[config.mk]
export PLATFORM = sky130hd
export DESIGN_NAME = tag_compare_assoc
export DESIGN_NICKNAME = d
export VERILOG_FILES = /design/src/rtl/tag_compare_assoc.sv
export SDC_FILE = /design/constraint.sdc
export NUM_CORES = 1
export LEC_CHECK = 0
export ABC_CLOCK_PERIOD_IN_PS = 5450
export BUFFER_PORTS_ARGS = -buffer_cell sky130_fd_sc_hd__buf_2
export CORE_UTILIZATION = 46
export DETAILED_ROUTE_END_ITERATION = 6
export HOLD_SLACK_MARGIN = 0.05
export PLACE_DENSITY_LB_ADDON = 0.2
export SLEW_MARGIN = 20
export SYNTH_ARGS = -nofsm -noshare
export SYNTH_HDL_FRONTEND = slang
export SYNTH_SLANG_ARGS = --single-unit
[constraint.sdc]
create_clock -name clk -period 5.45 [get_ports clk]
set_input_delay 1.09 -clock clk [delete_from_list [all_inputs] [get_ports clk]]
set_output_delay 1.09 -clock clk [all_outputs]
set_load 0.05 [all_outputs]
[src/rtl/tag_compare_assoc.sv]
// tag_compare_assoc: set-associative tag comparator for the DRAM cache.
// It accepts one request, waits for the tag-store beat that matches the request ID,
// compares all ways in parallel, and then presents the result on one of four
// valid/ready channels (RHIT, RMISS, WHIT, WMISS). Only one request is in flight.
// Optional feature: define TAG_CMP_STATS_EN to add per-channel 32-bit saturating
// handshake counters and a synchronous clear input (stat_clr_i).
module tag_compare_assoc #(
  parameter  int ADDR_W   = 64,
  parameter  int OFFSET_W = 6,
  parameter  int INDEX_W  = 16,
  parameter  int WAYS     = 2,
  parameter  int ID_W     = 4,
  localparam int TAG_W    = ADDR_W - INDEX_W - OFFSET_W,
  localparam int ENT_W    = TAG_W + 2,
  localparam int WAY_W    = (WAYS > 1) ? $clog2(WAYS) : 1
) (
  input  logic                  clk,
  input  logic                  rst,
  input  logic                  req_valid_i,
  output logic                  req_ready_o,
  input  logic                  req_write_i,
  input  logic [ADDR_W-1:0]     req_addr_i,
  input  logic [ID_W-1:0]       req_id_i,
  input  logic [ID_W-1:0]       rid_i,
  input  logic [WAYS*ENT_W-1:0] rdata_i,
  input  logic                  rvalid_i,
  output logic                  rready_o,
  output logic [3:0]            out_valid_o,
  input  logic [3:0]            out_ready_i,
  output logic [ADDR_W-1:0]     out_addr_o,
  output logic [WAY_W-1:0]      out_way_o,
  output logic                  out_dirty_o,
`ifdef TAG_CMP_STATS_EN
  input  logic                  stat_clr_i,
  output logic [31:0]           stat_rhit_o,
  output logic [31:0]           stat_rmiss_o,
  output logic [31:0]           stat_whit_o,
  output logic [31:0]           stat_wmiss_o,
`endif
  output logic                  id_err_o
);

  typedef enum logic [1:0] {IDLE, WAIT_TAG, CMP, SEND} state_t;

  state_t                  state_reg, state_next;
  logic                    write_reg;
  logic [ADDR_W-1:0]       addr_reg;
  logic [ID_W-1:0]         id_reg;
  logic [WAYS*ENT_W-1:0]   tags_reg;
  logic [1:0]              cls_reg;
  logic [WAY_W-1:0]        way_reg;
  logic                    dirty_reg;
  logic [WAY_W-1:0]        ptr_reg;

  logic [TAG_W-1:0]        req_tag;
  logic [WAYS-1:0]         way_valid, way_dirty, way_hit;
  logic                    hit_any, all_valid, vict_dirty, beat_ok;
  logic [WAY_W-1:0]        hit_way, inv_way, vict_way;

  assign req_tag = addr_reg[ADDR_W-1 -: TAG_W];
  assign beat_ok = rvalid_i && (rid_i == id_reg);

  // Unpack each way entry {valid, dirty, tag} and compare against the request tag
  genvar gi;
  generate
    for (gi = 0; gi < WAYS; gi++) begin : g_way
      assign way_valid[gi] = tags_reg[gi*ENT_W + ENT_W - 1];
      assign way_dirty[gi] = tags_reg[gi*ENT_W + ENT_W - 2];
      assign way_hit[gi]   = way_valid[gi] && (tags_reg[gi*ENT_W +: TAG_W] == req_tag);
    end
  endgenerate

  // Priority pick: lowest hit way, else lowest invalid way, else round-robin victim
  always_comb begin
    hit_any    = |way_hit;
    all_valid  = &way_valid;
    hit_way    = '0;
    inv_way    = '0;
    vict_dirty = 1'b0;
    for (int i = WAYS - 1; i >= 0; i--) begin
      if (way_hit[i])    hit_way = WAY_W'(i);
      if (!way_valid[i]) inv_way = WAY_W'(i);
    end
    vict_way = all_valid ? ptr_reg : inv_way;
    for (int i = 0; i < WAYS; i++) begin
      if (WAY_W'(i) == vict_way) vict_dirty = way_valid[i] & way_dirty[i];
    end
  end

  // State register
  always_ff @(posedge clk or posedge rst) begin
    if (rst) state_reg <= IDLE;
    else     state_reg <= state_next;
  end

  // Next-state and handshake outputs
  always_comb begin
    state_next  = state_reg;
    req_ready_o = 1'b0;
    rready_o    = 1'b0;
    id_err_o    = 1'b0;
    out_valid_o = 4'b0000;
    case (state_reg)
      IDLE: begin
        req_ready_o = !rst;
        if (req_valid_i) state_next = WAIT_TAG;
      end
      WAIT_TAG: begin
        rready_o = 1'b1;
        id_err_o = rvalid_i && !beat_ok;
        if (beat_ok) state_next = CMP;
      end
      CMP: state_next = SEND;
      SEND: begin
        out_valid_o = 4'b0001 << cls_reg;
        if (out_ready_i[cls_reg]) state_next = IDLE;
      end
      default: state_next = IDLE;
    endcase
  end

  // Request capture, tag beat capture, and compare result / victim pointer update
  always_ff @(posedge clk or posedge rst) begin
    if (rst) begin
      write_reg <= 1'b0;
      addr_reg  <= '0;
      id_reg    <= '0;
      tags_reg  <= '0;
      cls_reg   <= 2'd0;
      way_reg   <= '0;
      dirty_reg <= 1'b0;
      ptr_reg   <= '0;
    end else begin
      case (state_reg)
        IDLE: begin
          if (req_valid_i) begin
            write_reg <= req_write_i;
            addr_reg  <= req_addr_i;
            id_reg    <= req_id_i;
          end
        end
        WAIT_TAG: begin
          if (beat_ok) tags_reg <= rdata_i;
        end
        CMP: begin
          cls_reg   <= {write_reg, !hit_any};
          way_reg   <= hit_any ? hit_way : vict_way;
          dirty_reg <= hit_any ? 1'b0 : vict_dirty;
          if (!hit_any && all_valid && (WAYS > 1)) begin
            ptr_reg <= (ptr_reg == WAY_W'(WAYS - 1)) ? '0 : ptr_reg + 1'b1;
          end
        end
        default: ;
      endcase
    end
  end

  assign out_addr_o  = addr_reg;
  assign out_way_o   = way_reg;
  assign out_dirty_o = dirty_reg;

`ifdef TAG_CMP_STATS_EN
  logic [31:0] stat_cnt_reg [4];

  generate
    for (gi = 0; gi < 4; gi++) begin : g_stat
      // Saturating handshake counter; clear takes priority over a same-cycle increment
      always_ff @(posedge clk or posedge rst) begin
        if (rst) begin
          stat_cnt_reg[gi] <= '0;
        end else if (stat_clr_i) begin
          stat_cnt_reg[gi] <= '0;
        end else if (out_valid_o[gi] && out_ready_i[gi] && (stat_cnt_reg[gi] != '1)) begin
          stat_cnt_reg[gi] <= stat_cnt_reg[gi] + 32'd1;
        end
      end
    end
  endgenerate

  assign stat_rhit_o  = stat_cnt_reg[0];
  assign stat_rmiss_o = stat_cnt_reg[1];
  assign stat_whit_o  = stat_cnt_reg[2];
  assign stat_wmiss_o = stat_cnt_reg[3];
`endif

endmodule
==> results of run 1 <==
-- cells in the mapped netlist --
| master | instances | area share |
|---|---|---|
| a222oi_1 | 1 | 0.0014 |
| a31o_2 | 1 | 0.0012 |
| and3_1 | 2 | 0.0017 |
| buf_1 | 6 | 0.0031 |
| buf_12 | 1 | 0.0028 |
| buf_2 | 1 | 0.00069 |
| buf_4 | 7 | 0.0072 |
| buf_6 | 1 | 0.0015 |
| buf_8 | 1 | 0.0021 |
| dfrtp_1 | 164 | 0.56 |
| ha_1 | 5 | 0.0086 |
| inv_1 | 8 | 0.0041 |
| mux2_2 | 149 | 0.23 |
| mux2_4 | 8 | 0.017 |
| mux2i_1 | 1 | 0.0014 |
| mux4_2 | 1 | 0.0031 |
| nand2_1 | 8 | 0.0041 |
| nand3_1 | 6 | 0.0041 |
| nand4_1 | 20 | 0.017 |
| nor2_1 | 4 | 0.0021 |
| nor2b_1 | 2 | 0.0017 |
| nor3_1 | 2 | 0.0014 |
| nor3b_1 | 1 | 0.0010 |
| nor4_1 | 4 | 0.0034 |
| nor4_2 | 1 | 0.0017 |
| o21ai_0 | 6 | 0.0041 |
| o22ai_1 | 1 | 0.00086 |
| xnor2_1 | 85 | 0.10 |
| xor2_1 | 4 | 0.0048 |
-- cells by family (layout without fill, tap and decap cells) --
logic type / Yosys count / after routing / synth area share
XOR/XNOR: 89 / 89 / 0.107
AO/OA/AOI/OAI: 9 / 9 / 0.00758
multiplexers: 159 / 159 / 0.252
adder cells (fa/ha/maj): 5 / 5 / 0.00861
AND/OR/NAND/NOR: 50 / 50 / 0.0386
buffers and inverters: 25 / 283 / 0.0215
flip-flops: 164 / 164 / 0.565
other: 0 / 1 / 0
-- metal layers --
metal | up-vias | GRT usage | share of wire
li1 | 2235 | - | -
met1 | 2401 | 0.287 | 0.44
met2 | 145 | 0.349 | 0.49
met3 | 13 | 0.0609 | 0.060
met4 | 0 | 0.0602 | 0.011
met5 | - | 0 | 0
-- worst max path at each step --
stage | endpoint | cells after the start
detailed placement | tags_reg[64] | 6
CTS | id_err_o | 5
global route | tags_reg[64] | 6
global placement | tags_reg[37] | 6
floorplan | cls_reg[0] | 1
finish | id_err_o | 5
-- report_power, final --
part           switching [mW]  leakage (nW)  total (mW)  internal (mW)
sequential              0.531          2.07        2.34           1.81
combinational            1.65          2.02        2.84           1.19
clock                   0.465         0.303        1.27          0.802
-- cell type report --
type	count	area, um2	share of cell area
Clock buffer	23	478	0.0515
Inverter	8	33.8	0.00364
Antenna cell	1	2.50	0.000269
Sequential cell	164	4100	0.442
Multi-Input combinational cell	312	3020	0.325
Tap cell	211	264	0.0284
Clock inverter	9	150	0.0162
Timing Repair Buffer	243	1230	0.133
-- worst max-delay path: cells and delay by family --
kind	cells	cell delay [ns]
xor gates and xnor gates	1	0.14
buffers and inverters	2	0.34
and+or+nand+nor	2	0.55
-- through the flow --
step                utilization  cell area (um2)  instances  hold WS [ns]  total power [mW]
floorplan                     -             7270        501         0.474              4.48
global placement          0.565             8660        938         0.483              5.13
detailed placement        0.565             8660        938         0.487              5.21
CTS                       0.606             9280        970         0.504              6.50
global route              0.606             9280        970         0.519              6.80
finish                    0.606             9290        971         0.502              6.44
-- cells in the final DEF, fill, tap and decap left out, drive strengths merged, types with 2 or more instances in the layout --
| master | netlist | routed |
|---|---|---|
| and3 | 2 | 2 |
| buf | 17 | 243 |
| bufinv | 0 | 4 |
| clkbuf | 0 | 23 |
| clkinv | 0 | 3 |
| clkinvlp | 0 | 3 |
| dfrtp | 164 | 164 |
| ha | 5 | 5 |
| inv | 8 | 7 |
| mux2 | 157 | 157 |
| nand2 | 8 | 8 |
| nand3 | 6 | 6 |
| nand4 | 20 | 20 |
| nor2 | 4 | 4 |
| nor2b | 2 | 2 |
| nor3 | 2 | 2 |
| nor4 | 5 | 5 |
| o21ai | 6 | 6 |
| xnor2 | 85 | 85 |
| xor2 | 4 | 4 |
==> parameters.txt, run 1 <==
Parameter                              Value

Route
  ANT nets after route ... 0
  Iter 0 DRT Violations ... 217
  Number of design rule violations left after detail routing ... 0
  Wire length per cell after detailed routing ... about 17 um
  Final routed wirelength across all metal layers ... approximately 17000 um
  Via total after detailed routing ... around 4.8k
  Detailed-router iteration count before antenna repair ... 4
  Detailed-route vias per instance ... 4.94

Min path
  Worst Hold Launch ... out_addr_o[17]
  Hold Crit Endpoint ... out_addr_o[17]
  Worst hold stages ... 1
  Class of the tightest hold or removal check ... reg2reg

CTS
  TritonCTS clock tree ... built
  Number of hold buffers added after CTS ... 0
  Clock root buffer ... clkbuf_16
  # resized after CTS ... 0
  Register clock-pin slew on the reported worst setup and hold paths ... 0.06 ns
  Insertion delay to the later sink of the worst-skew pair ... 0.41 ns
  H-Tree Level Count ... 4
  Cts bufs inserted ... 17
  Number of clock sinks seen by CTS ... 164
  Post-CTS setup buffer count ... 0
  CTS max path bufs ... 2

Timing
  Count of pins over their slew limit ... 0
  Crit share post-route ... 0.589
  Final WS setup ... between 2 and 2.5 ns
  Final hold viol count ... 0
  Clock tree skew after final layout ... ~0.0075 ns
  Slew headroom ... 0.315
  Setup repair after global routing missed its margin ... false
  Finish-stage setup viols ... 0
  Max Clk Rate ... between 0.3 and 0.4 GHz
  Worst Tran Pin Value ... between 1 and 1.5 ns
  Final total negative setup slack ... 0 ns
  Period minus WS final ... roughly 3.2 ns

Worst setup path
  Worst Path Max Fanout ... 3
  CP Data Required Time ... approximately 4.4 ns
  Cell-by-cell trace of the critical path ... buf_2 > xor2_1 > nor4_2 > nor2_1 > buf_2
  Worst flop-to-flop path startpoint ... id_reg[1]
  Max stage delay on crit path ... 0.40 ns
  Critical path's slowest cell ... nor4_2
  Startpoint type of the worst setup path ... input port
  Logic depth of the worst register-to-register path ... 5
  Worst reg2reg path endpoint ... tags_reg[7]
  Worst setup EP type ... primary output
  Worst setup path class ... in2out
  Timing startpoint of the critical path ... rid_i[1]
  Worst reg-to-reg setup slack ... 2.65 ns
  Crit path DAT ... approximately 2.1 ns
  Most prevalent standard cell on the critical path ... buf_2

Floorplan
  Initial core utilization ... 0.475
  Y dimension of the die ... 128 um
  Die Area ... 0.0163 mm2
  Core footprint ... between 0.015 and 0.02 mm2
  Number of ports placed on the die boundary ... around 240
  Core Rows ... 45
  Horizontal die dimension ... 128 um

Pwr
  Power density relative to cell area ... 694 mW/mm2
  Leakage power summed over all cells ... 4.39 nW
  Peak supply drop ... about 430 uV

Logic synthesis
  Synthesized Nets ... roughly 680
  Synthesis Warnings ... 0
  Cell variety after synth ... 29
  Post-synthesis cell count ... about 500
  Fraction of the yosys area taken by sequential cells ... 0.565
  Synthesized area per cell ... roughly 15 um2
  Cell area after synthesis ... slightly above 0.007 mm2
  Post-synthesis sequential element count ... between 150 and 200

Layout
  Number of nets in the layout ... between 900 and 1k
  Area growth from synthesis to layout ... 27.8%
  Flip-flop count of the largest register after layout ... 88
  Fraction of final layout cells sized beyond drive strength 1 ... 0.573
  Total of fill cells in the finished design ... approximately 1.3k

Global routing
  Vias in the first global route ... between 5k and 6k
  Number of antenna violations at the first check in global routing ... 1
  Global router's overall resource usage ... 0.216
  Sum of overflow across all layers after global routing ... 0
  Maximum number of pins on one net before global-route repair ... ~170
  Wire length of the first global-routing pass ... 26500 um

Placed design
  HPWL reported at the end of detailed placement ... roughly 12000 um
  Number of buffers added on ports ... around 240
  Worst setup slack before clock tree synthesis ... 1.85 ns
  Placer's final routability congestion estimate ... slightly below 0.8

Run status
  Outcome ... completed

Job
  Reported max-cap violation count ... 0
No activity file was read; power rests on OpenSTA's default activity.
==> inputs of run 2 (changes only) <==
--- a/config.mk
+++ b/config.mk
@@ -5,9 +5,9 @@
 export SDC_FILE = /design/constraint.sdc
 export NUM_CORES = 1
 export LEC_CHECK = 0
-export ABC_CLOCK_PERIOD_IN_PS = 5450
+export ABC_CLOCK_PERIOD_IN_PS = 3050
 export BUFFER_PORTS_ARGS = -buffer_cell sky130_fd_sc_hd__buf_2
-export CORE_UTILIZATION = 46
+export CORE_UTILIZATION = 51
 export DETAILED_ROUTE_END_ITERATION = 6
 export HOLD_SLACK_MARGIN = 0.05
 export PLACE_DENSITY_LB_ADDON = 0.2
==> constraint.sdc (replaced) <==
create_clock -name clk -period 3.05 [get_ports clk]
set_input_delay 0.61 -clock clk [delete_from_list [all_inputs] [get_ports clk]]
set_output_delay 0.61 -clock clk [all_outputs]
set_load 0.05 [all_outputs]
==> run 2 against run 1 <==
  * Clock power rose by 62%
  * Critical path depth did not move
  * Via count rose by 0.35%
  * Wire length rose by 0.43%
  * Die area fell by 9.7%
  * Critical path type is now reg2out
  * Largest cell class unchanged
  * Highest routed layer unchanged
==> parameters.txt, run 2 (same netlist as run 1, synthesis figures left out) <==
Parameter                              Value

Layout
  Flip-flop count of the largest register after layout ... 88
  Area growth from synthesis to layout ... 27.7%
  Most common cell after layout, fill and taps aside ... buf_2
  Total of fill cells in the finished design ... roughly 1.0k
  Number of nets in the layout ... roughly 930
  Fraction of final layout cells sized beyond drive strength 1 ... 0.579
  Most frequent cells in the layout ... 241 x buf_2, 164 x dfrtp_1, 149 x mux2_2

CTS
  Cts bufs inserted ... 17
  Clock root buffer ... clkbuf_16
  # resized after CTS ... 0
  Post-CTS setup buffer count ... 0
  TritonCTS clock tree ... built
  Number of hold buffers added after CTS ... 0
  Insertion delay to the later sink of the worst-skew pair ... 0.42 ns
  Register clock-pin slew on the reported worst setup and hold paths ... 0.06 ns
  H-Tree Level Count ... 4
  CTS max path bufs ... 2
  Number of clock sinks seen by CTS ... between 150 and 200

Worst setup path
  Worst setup path class ... reg2out
  Worst setup EP type ... primary output
  CP Data Required Time ... 2.44 ns
  Cell family with the largest share of critical-path delay ... buffers and inverters
  Worst Path Max Fanout ... 4
  Worst flop-to-flop path startpoint ... id_reg[1]
  Critical path's slowest cell ... dfrtp_1
  Timing startpoint of the critical path ... state_reg[1]
  Startpoint type of the worst setup path ... flop
  Sum of buffers and inverters on the critical path ... 2
  Cell-by-cell trace of the critical path ... inv_1 > ha_1 > nand2_1 > nor2_1 > buf_2
  Max stage delay on crit path ... ~0.40 ns
  Crit path DAT ... approximately 1.7 ns

Timing
  Crit share post-route ... 0.766
  Final total negative setup slack ... 0 ns
  Final WS setup ... just over 0.7 ns
  Finish-stage setup viols ... 0
  Max Clk Rate ... roughly 0.43 GHz
  Period minus WS final ... 2.34 ns
  Final hold viol count ... 0
  Count of pins over their slew limit ... 0
  Worst-case hold slack ... ~0.32 ns
  Setup repair after global routing missed its margin ... false
  Worst Tran Pin Value ... ~0.94 ns
  Clock tree skew after final layout ... 0.00847 ns
  Slew headroom ... 0.370

Global routing
  Sum of overflow across all layers after global routing ... 0
  Wire length of the first global-routing pass ... 26600 um
  Maximum number of pins on one net before global-route repair ... 70
  Number of antenna violations at the first check in global routing ... 1
  Vias in the first global route ... slightly above 5k
  Global router's overall resource usage ... 0.241

Route
  Via total after detailed routing ... 4811
  Number of design rule violations left after detail routing ... 0
  Final routed wirelength across all metal layers ... about 17000 um
  Detailed-router iteration count before antenna repair ... 4
  Wire length per cell after detailed routing ... ~18 um
  ANT nets after route ... 0
  Iter 0 DRT Violations ... 205
  Detailed-route vias per instance ... 5.07

Pwr
  Leakage power summed over all cells ... 4.41 nW
  Part of the power in the clock network ... 0.182
  Sw Share ... 0.418
  Peak supply drop ... between 800 and 900 uV
  Proportion of power drawn by flip-flops and latches ... 0.370
  Internal cell power ... roughly 6.6 mW
  Combinational fraction of design power ... 0.448
  Power density relative to cell area ... about 1200 mW/mm2
  Switching power ... between 4 and 5 mW

Placed design
  Number of buffers added on ports ... ~240
  HPWL reported at the end of detailed placement ... 12700 um
  Placer's final routability congestion estimate ... around 0.85
  Worst setup slack before clock tree synthesis ... 0.539 ns

Floorplan
  Initial core utilization ... 0.524
  Die Area ... 0.0147 mm2
  Y dimension of the die ... ~120 um
  Core footprint ... 0.0139 mm2
  Horizontal die dimension ... between 100 and 150 um
  Core Rows ... 43
  Number of ports placed on the die boundary ... between 200 and 250

Min path
  Class of the tightest hold or removal check ... in2async

Job
  Reported max-cap violation count ... 0

Run status
  Outcome ... completed
-- run 2: cell count changes in the layout (fill, tap and decap cells not counted), sizes merged --
cell	before	now
bufinv	4	2
buf	243	251
clkbuf	23	20
clkinv	3	7
clkinvlp	3	4
-- run 2: metal layers --
metal | track usage | vias to the layer above | share of wire
li1 | - | 2258 | -
met1 | 0.324 | 2397 | 0.44
met2 | 0.385 | 139 | 0.49
met3 | 0.0522 | 17 | 0.050
met4 | 0.0872 | 0 | 0.013
met5 | 0 | - | 0
-- run 2: worst register-to-register path, cell delays in order, from the launching register on --
cell and delay [ns]:
dfrtp_1 0.39, xor2_1 0.17, nor4_2 0.39, and3_4 0.51
buf_12 0.26, mux2_2 0.37
-- run 2: power by group through the flow --
stage          Clock (mW)  Sequential [mW]  Combinational, mW
2_1_floorplan           0             5.56               2.44
3_3_place_gp            0             4.16               4.99
3_5_place_dp            0             4.22               5.10
4_1_cts              2.12             4.20               5.13
5_1_grt              2.21             4.34               5.39
6_report             2.06             4.18               5.08
-- run 2: final cells by class --
| class | instances | area, um2 | area share |
|---|---|---|---|
| Inverter | 8 | 33.8 | 0.00364 |
| Timing Repair Buffer | 251 | 1320 | 0.142 |
| Sequential cell | 164 | 4100 | 0.442 |
| Clock inverter | 12 | 133 | 0.0143 |
| Multi-Input combinational cell | 312 | 3020 | 0.325 |
| Tap cell | 180 | 225 | 0.0243 |
| Clock buffer | 20 | 447 | 0.0481 |
| Antenna cell | 1 | 2.50 | 0.000270 |
-- run 2: path summary, 6_finish.rpt --
path | slack [ns] | cells past startpoint | to
max | 0.71 | 5 | id_err_o
min | 0.32 | 2 | state_reg[1]
max reg2reg | 0.85 | 5 | tags_reg[53]
min reg2reg | 0.50 | 1 | cls_reg[1]
max in group asynchronous | 1.82 | 3 | tags_reg[6]
min in group clk | 0.42 | 3 | tags_reg[87]
-- run 2: per-stage QoR --
step	instances	power [mW]	instance area (um2)	util
finish	948	11.3	9280	0.669
global route	948	11.9	9280	0.669
CTS	947	11.4	9280	0.669
detailed placement	915	9.32	8700	0.627
global placement	915	9.15	8700	0.627
floorplan	501	8.00	7270	-
